## src/rtl/theta_reconstruct_sequencer.sv

```systemverilog
// ---------------------------------------------------------------------------
// theta_reconstruct_sequencer
//
// Rebuilds an N_DIM-element Cartesian vector w from N_DIM-1 hyperspherical
// angles and a magnitude. It does this by driving one shared, external,
// gain-compensated CORDIC rotation core, one angle per operation. Angles are
// consumed from the highest slot down to slot 0, so extraction followed by
// this block is a round trip (w -> theta,r -> w).
//
// Each operation rotates (r_reg, 0) by theta[k]:
//   k >= 1 : w[k+1] <= x, r_reg <= y   (y carries the remaining magnitude)
//   k == 0 : w[0]   <= x, w[1]  <= y
//
// Ports
//   clk, nreset     clock (rising edge), async active-low reset
//   start           1-cycle request, only sampled while idle
//   theta_in_flat   N_DIM-1 angles, slot k at [(k+1)*ANGLE_WIDTH-1 -: ANGLE_WIDTH]
//   r_in            magnitude
//   cordic_*        handshake with the rotation core; en is held until op_vld,
//                   nrst is dropped for a cycle after every result (core flush)
//   w_out_flat      result vector, element i at [(i+1)*DATA_WIDTH-1 -: DATA_WIDTH]
//   busy            high from the accept cycle until done rises
//   done            1-cycle pulse, w_out_flat valid from this cycle
// ---------------------------------------------------------------------------
module theta_reconstruct_sequencer #(
  parameter int DATA_WIDTH  = 16,
  parameter int ANGLE_WIDTH = 16,
  parameter int N_DIM       = 7
) (
  input  logic                             clk,
  input  logic                             nreset,
  input  logic                             start,
  input  logic [(N_DIM-1)*ANGLE_WIDTH-1:0] theta_in_flat,
  input  logic [DATA_WIDTH-1:0]            r_in,
  input  logic [DATA_WIDTH-1:0]            cordic_xout,
  input  logic [DATA_WIDTH-1:0]            cordic_yout,
  input  logic                             cordic_op_vld,
  output logic                             cordic_nrst,
  output logic                             cordic_en,
  output logic [DATA_WIDTH-1:0]            cordic_xin,
  output logic [DATA_WIDTH-1:0]            cordic_yin,
  output logic [ANGLE_WIDTH-1:0]           cordic_zin,
  output logic [N_DIM*DATA_WIDTH-1:0]      w_out_flat,
  output logic                             busy,
  output logic                             done
);

  localparam int NA = N_DIM - 1;
  localparam int KW = $clog2(N_DIM);

  typedef enum logic [1:0] {S_IDLE, S_ISSUE, S_WAIT, S_DONE} state_t;

  state_t                              state_q;
  logic [KW-1:0]                       k_q;
  logic [NA-1:0][ANGLE_WIDTH-1:0]      theta_q;
  logic [DATA_WIDTH-1:0]               r_q;
  logic [N_DIM-1:0][DATA_WIDTH-1:0]    w_q;
  logic                                nrst_q, en_q, busy_q, done_q;
  logic [DATA_WIDTH-1:0]               xin_q;
  logic [ANGLE_WIDTH-1:0]              zin_q;

  logic [ANGLE_WIDTH-1:0]              zin_d;
  logic [N_DIM-1:0][DATA_WIDTH-1:0]    w_d;

  // Angle for the current step.
  always_comb begin
    zin_d = '0;
    for (int i = 0; i < NA; i++)
      if (k_q == KW'(i)) zin_d = theta_q[i];
  end

  // Intermediate write for k >= 1: x result lands in w[k+1].
  always_comb begin
    w_d = w_q;
    for (int i = 1; i < N_DIM; i++)
      if (k_q == KW'(i - 1)) w_d[i] = cordic_xout;
  end

  always_ff @(posedge clk or negedge nreset) begin
    if (!nreset) begin
      state_q <= S_IDLE;
      k_q     <= '0;
      theta_q <= '0;
      r_q     <= '0;
      w_q     <= '0;
      nrst_q  <= 1'b0;
      en_q    <= 1'b0;
      busy_q  <= 1'b0;
      done_q  <= 1'b0;
      xin_q   <= '0;
      zin_q   <= '0;
    end else begin
      done_q <= 1'b0;
      case (state_q)
        S_IDLE: begin
          if (start) begin
            theta_q <= theta_in_flat;
            r_q     <= r_in;
            k_q     <= KW'(NA - 1);
            busy_q  <= 1'b1;
            state_q <= S_ISSUE;
          end
        end
        S_ISSUE: begin
          // op_vld is deliberately not looked at here.
          nrst_q  <= 1'b1;
          en_q    <= 1'b1;
          xin_q   <= r_q;
          zin_q   <= zin_d;
          state_q <= S_WAIT;
        end
        S_WAIT: begin
          if (cordic_op_vld) begin
            // Flush the core; it stays flushed at least through the next
            // S_ISSUE cycle.
            nrst_q <= 1'b0;
            en_q   <= 1'b0;
            if (k_q == '0) begin
              w_q[0]  <= cordic_xout;
              w_q[1]  <= cordic_yout;
              busy_q  <= 1'b0;
              done_q  <= 1'b1;
              state_q <= S_DONE;
            end else begin
              w_q     <= w_d;
              r_q     <= cordic_yout;
              k_q     <= k_q - KW'(1);
              state_q <= S_ISSUE;
            end
          end
        end
        S_DONE:  state_q <= S_IDLE;
        default: state_q <= S_IDLE;
      endcase
    end
  end

  assign cordic_nrst = nrst_q;
  assign cordic_en   = en_q;
  assign cordic_xin  = xin_q;
  assign cordic_yin  = '0;
  assign cordic_zin  = zin_q;
  assign w_out_flat  = w_q;
  assign busy        = busy_q;
  assign done        = done_q;

endmodule

```

## config.mk

```make
export PLATFORM = sky130hd
export DESIGN_NAME = theta_reconstruct_sequencer
export DESIGN_NICKNAME = d
export VERILOG_FILES = /design/src/rtl/theta_reconstruct_sequencer.sv
export SDC_FILE = /design/constraint.sdc
export NUM_CORES = 1
export LEC_CHECK = 0
export ABC_CLOCK_PERIOD_IN_PS = 2400
export BUFFER_PORTS_ARGS = -buffer_cell sky130_fd_sc_hd__buf_2
export CORE_MARGIN = 2
export CORE_UTILIZATION = 45
export DETAILED_ROUTE_END_ITERATION = 16
export HOLD_SLACK_MARGIN = 0.1
export PLACE_DENSITY = 0.72
export SYNTH_ARGS = -nofsm -noshare
export SYNTH_HDL_FRONTEND = slang
export SYNTH_SLANG_ARGS = --single-unit
```

## constraint.sdc

```tcl
create_clock -name clk -period 2.4 [get_ports clk]
set_clock_uncertainty 0.15 [all_clocks]
set_input_delay 0.24 -clock clk [delete_from_list [all_inputs] [get_ports clk]]
set_output_delay 0.24 -clock clk [all_outputs]
set_load 0.01 [all_outputs]
```

# ---- Yosys cells after proc, flatten, opt, wreduce, memory -nomap -nowiden
# Index checks and enable logic that the tools add are counted.
dict set report classes {
  addsub 1
  bitwise_logic 1
  n_reduce_logical 15
  eq_ne 12
  mux 27
}
# operator count
set ops {}
lappend ops {{$mux W16} 9}
lappend ops {{$pmux W16 S2} 1}
lappend ops {{$reduce_and A4 Y1} 7}
lappend ops {{$mux W3} 3}
lappend ops {{$ne A2 B2 Y1 const B} 4}
lappend ops {{$pmux W2 S4} 1}
lappend ops {{$mux W1} 7}
lappend ops {{$eq A3 B2 Y1 const B} 2}
lappend ops {{$eq A3 B3 Y1 const B} 2}
lappend ops {{$mux W2} 3}
lappend ops {{$pmux W3 S2} 1}
lappend ops {{$reduce_and A2 Y1} 3}
lappend ops {{$eq A2 B2 Y1 const B} 2}
lappend ops {{$pmux W1 S2} 2}
lappend ops {{$reduce_bool A2 Y1} 2}
lappend ops {{$eq A3 B1 Y1 const B} 1}
lappend ops {{$logic_not A3 Y1} 1}
lappend ops {{$reduce_and A3 Y1} 1}
lappend ops {{$sub A3 B1 Y3 const B} 1}
lappend ops {{$eq A2 B1 Y1 const B} 1}
lappend ops {{$logic_not A2 Y1} 1}
lappend ops {{$not A1 Y1} 1}
dict set report totals {
  out_inout_bits 164
  ff_bits 264
}

# ---- Longest topological paths before layout
dict set report depth {
  word_depth 7
  mapped_depth 9
  ltp_nobuf 6
}

# ---- Worst setup path before layout
# No wires, ideal clock.
dict set report synth_timing {
  kind {reg-to-reg}
  startpoint {register k_q[0]}
  endpoint {register w_q, in the netlist w_out_flat[37]}
  path_buffers 3
  arrival_ns 1.876
  path_slack_ns 0.249
  stages_incl_launch_ff 9
  period_less_slack_ns 2.151
  cell_sequence {dfrtp_1 > inv_1 > ha_1 > buf_4 > nor2_1 > and4bb_2 > buf_2 > buf_4 > mux2_2}
}
dict set report synth_via {
  elab_chain_cells 3
  word_cells_on_any_way 4
  cone_classes {eq/ne: 1; bitwise: 1; reduce/logical: 2}
}
# item line_no
set synth_lines {}
lappend synth_lines {{start: declaration} 54} ;# logic [KW-1:0] k_q;
lappend synth_lines {{start signal: assignment} 99} ;# k_q <= KW'(NA - 1);
lappend synth_lines {{start signal: assignment} 127} ;# k_q <= k_q - KW'(1);
lappend synth_lines {{$logic_not A3 Y1} 118} ;# if (k_q == '0) begin
lappend synth_lines {{$not A1 Y1 (no source line)} -}
lappend synth_lines {{$reduce_and A4 Y1 (no source line) *} -}
lappend synth_lines {{end signal: assignment} 125} ;# w_q <= w_d;
lappend synth_lines {{end: declaration} 57} ;# logic [N_DIM-1:0][DATA_WIDTH-1:0] w_q;
# Mark *: on every way between the ends. The rest lies on a longest branch, timed or not.
# A chain may end at the register's enable or synchronous reset.

# ---- Worst setup path after layout
dict set report layout_timing {
  startpoint {register k_q[0]}
  endpoint {register r_q[2]}
}
dict set report layout_via {
  elab_chain_cells 3
}
# item line_no
set layout_lines {}
lappend layout_lines {{$logic_not A3 Y1} 118}
lappend layout_lines {{$ne A2 B2 Y1 (no source line)} -}
lappend layout_lines {{$reduce_and A4 Y1 (no source line)} -}
lappend layout_lines {{end signal: assignment} 98} ;# r_q <= r_in;
lappend layout_lines {{end signal: assignment} 126} ;# r_q <= cordic_yout;
lappend layout_lines {{end: declaration} 56} ;# logic [DATA_WIDTH-1:0] r_q;
# Every way passes these cells.

==> results by group <==
Drt
  • Length of the first detailed-routing pass in iterations: 6
  • Post-detailed-route DRC marker count: 0
  • Via-per-instance ratio: 5.108
  • Final ANT Viol Nets: 0
  • Total Wirelength: 31.29 mm
  • Detailed-route via count: 8965
  • Avg WL per Cell: 17.83 um
  • Initial DRC Count: 521

Run status
  • Result of the run: finished clean

Timing
  • Setup tns final: 0 ns
  • Fmax achieved: 438.2 MHz
  • Period utilization: 95.08%
  • Final Max Tran Viols: 0
  • Hold Violations, Final: 0
  • Unrepaired setup endpoints after global routing: no
  • Final critical delay including setup and external delays: 2.282 ns
  • Worst slew margin relative to its limit: 54.94%
  • Final-layout worst hold slack: 0.2726 ns
  • Worst Slack Setup Final: 0.1180 ns
  • Slew at the pin closest to its max-slew limit: 0.6759 ns
  • Number of setup violations in the final report: 0

Power and ir drop
  • Static Leak: 7.895 nW
  • IR drop worst, VDD: 0.6856 mV
  • Power density of the placed cells: 1174 nW/um2

Synthesis
  • Synthesized netlist cell count: 975
  • Area leader, netlist: dfrtp_1
  • Post-synth EDFFs: 0
  • Average size of a mapped cell: 11.23 um2
  • Number of synthesis warnings: 0
  • Most common flop cell mapped by yosys: dfrtp_1
  • Total of flip-flops plus latches after synthesis: 264
  • Portion of synthesized cell area occupied by the leading cell type: 60.32%
  • Async set-reset flop share out of synthesis: 100.0%
  • Count of different cell masters after synthesis: 37
  • Cells taking the most area after synthesis: dfrtp_1 60%, nand2_1 9.5%, mux2_2 9.5%
  • Post-synthesis instance area: 10950 um2
  • Part of the Yosys area used for sequential elements: 60.32%

Setup path
  • Endpoint kind of the worst setup timing path: flop
  • Reg-to-Reg Start: k_q[0]$_DFFE_PN0P_
  • Peak fanout along the critical path: 16
  • Type of the worst setup path: flop to flop
  • Source of the critical timing path: k_q[0]$_DFFE_PN0P_
  • Arrival time worst endpoint: 2.59 ns
  • Required time worst endpoint: 2.70 ns
  • Depth of the most critical reg-to-reg path: 6
  • Reg2Reg Capture Point: r_q[2]$_DFFE_PN0P_
  • Internal reg-to-reg setup slack: 0.12 ns
  • Kind of start point of the critical path: flop

Global routing
  • Number of global-route vias before repair: 9335
  • Global route overflow: 0
  • GRT Total Usage: 24.05%
  • Maximum number of pins on one net before global-route repair: 89
  • Initial antenna violation count: 2
  • Global routing usage on met2: 39.81%
  • Most used routing layer in global routing: met2
  • Met3 routing resource usage after global routing: 4.909%
  • Global-route wire length before repair: 49.27 mm
  • GR Layer Usage met1: 31.27%

Place
  • Number of buffers inserted by port buffering: 295
  • Pre-CTS WS: 0.2171 ns
  • Final GP Congestion: 0.8423
  • Placed Area: 12770 um2
  • Total half-perimeter wirelength after legalization and detailed placement: 19.09 mm

Die
  • Initial standard-cell utilization of the core: 45.44%
  • Number of cell rows: 57
  • Die Wd: 160.0 um
  • Area of the core: 24110 um2
  • Die area: 25600 um2
  • Number of ports placed on the die boundary: 312
  • Vert. Die Dim: 160.0 um

Layout
  • Total area of multi-input combinational cells: 3820 um2
  • Post-synthesis to final-layout area growth: 39.16%
  • Layout cell share with drive strength beyond 1: 34.22%
  • Commonest non-fill, non-tap cell in the layout: buf_2
  • Sequential cell area: 6606 um2
  • Total number of nets in the final design: 1560
  • Post-route cell area: 15240 um2
  • Count of filler cells inserted in the layout: 1883
  • Most frequent cells in the layout: 294 x buf_2, 278 x nand2_1, 264 x dfrtp_1

Clocking
  • Post-CTS Setup Inserts: 0
  • Clock buffer count from CTS: 28
  • CTS sink cnt: 264
  • CTS resizes: 0
  • Clock slew at reported path FFs: 0.06 ns
  • Clock tree from TritonCTS: yes
  • Clock root buffer master: clkbuf_16
  • Clock H-tree levels: 1
  • Skew-Pair Late Insertion Delay: 0.54 ns
  • Maximum count of clock buffers along a single path: 3

Min path
  • Worst min-delay path endpoint: theta_q[25]$_DFFE_PN0P_
  • Count of cells along the worst hold path: 4
  • Hold_sp: theta_in_flat[25]
  • Worst min-delay path class: input pin to flop

Job
  • Count of max-cap constraint violations: 0
-- worst max path at each step --
stage	end	slack, ns
after CTS	cordic_zin[14]$_DFFE_PN0P_	0.21
after floorplan	w_out_flat[37]$_DFFE_PN0P_	0.25
after global placement	cordic_zin[14]$_DFFE_PN0P_	0.30
final	r_q[2]$_DFFE_PN0P_	0.12
after detailed placement	cordic_zin[14]$_DFFE_PN0P_	0.22
after global routing	r_q[2]$_DFFE_PN0P_	0.03
-- cell type report --
| cell class | instances | area share, % |
|---|---|---|
| multi-input cells | 608 | 25.06 |
| inverters | 36 | 0.8866 |
| flip-flops and latches | 264 | 43.34 |
| clock inverters | 12 | 0.7552 |
| diodes | 2 | 0.03284 |
| repair buffers | 469 | 21.70 |
| clock buffers | 40 | 5.557 |
| well taps | 324 | 2.660 |
-- where the power goes --
part           internal, mW  total, mW  switching (mW)
sequential             6.30       7.31            1.00
combinational          2.74       6.14            3.41
clock                  2.66       4.45            1.79
-- kinds of logic after synthesis --
group	share of synthesized area, %
simple gates	10.89
flops	60.32
other cells	0.03424
mux	12.20
fa+ha+maj	0.5712
compound gates	10.44
buf+inv	5.552
-- per-stage QoR --
| stage | instances | util (%) | power (mW) |
|---|---|---|---|
| finish | 1755 | 63.23 | 17.90 |
| global route | 1755 | 63.23 | 18.98 |
| CTS | 1753 | 63.21 | 17.91 |
| detailed placement | 1552 | 52.96 | 13.19 |
| global placement | 1552 | 52.96 | 12.99 |
| floorplan | 990 | - | 10.95 |
-- routing by layer --
metal,part of all wire [%],vias to the layer above
li1,-,4136
met1,42,4359
met2,48,384
met3,6.6,86
met4,3.9,0
met5,0,-
-- registers in the layout, indices dropped and copies added, names as in the netlist --
register / count
state_q: 2
k_q: 3
w_out_flat: 112
theta_q: 96
cordic_en: 1
cordic_zin: 16
done: 1
busy: 1
r_q: 16
cordic_xin: 16
-- timing repair --
item / CTS / global route
hold buffers: 149 / 0
endpoints found under the hold margin: 495 / 0
endpoints found under the setup margin: 0 / 0
-- critical path, stage by stage, from the launching register on --
cell      delay, ns
dfrtp_1        0.44
inv_1          0.14
ha_1           0.32
nand2b_1       0.20
nand2_1        0.53
o22ai_1        0.22
a21oi_1        0.20
-- synth_stat cells, types with 3 or more instances --
| cell type | n |
|---|---|
| a21o_1 | 16 |
| o22ai_1 | 33 |
| o21ai_0 | 35 |
| a21oi_1 | 36 |
| nor2_1 | 6 |
| nand2_1 | 278 |
| buf_6 | 3 |
| mux2_2 | 92 |
| nor2b_1 | 3 |
| dfrtp_1 | 264 |
| buf_2 | 22 |
| mux2_4 | 20 |
| a221oi_1 | 32 |
| clkbuf_1 | 28 |
| buf_1 | 5 |
| a211o_1 | 16 |
| ha_1 | 5 |
| nand3_1 | 3 |
| buf_4 | 22 |
| inv_1 | 36 |
No activity file was read; power rests on OpenSTA's default activity.
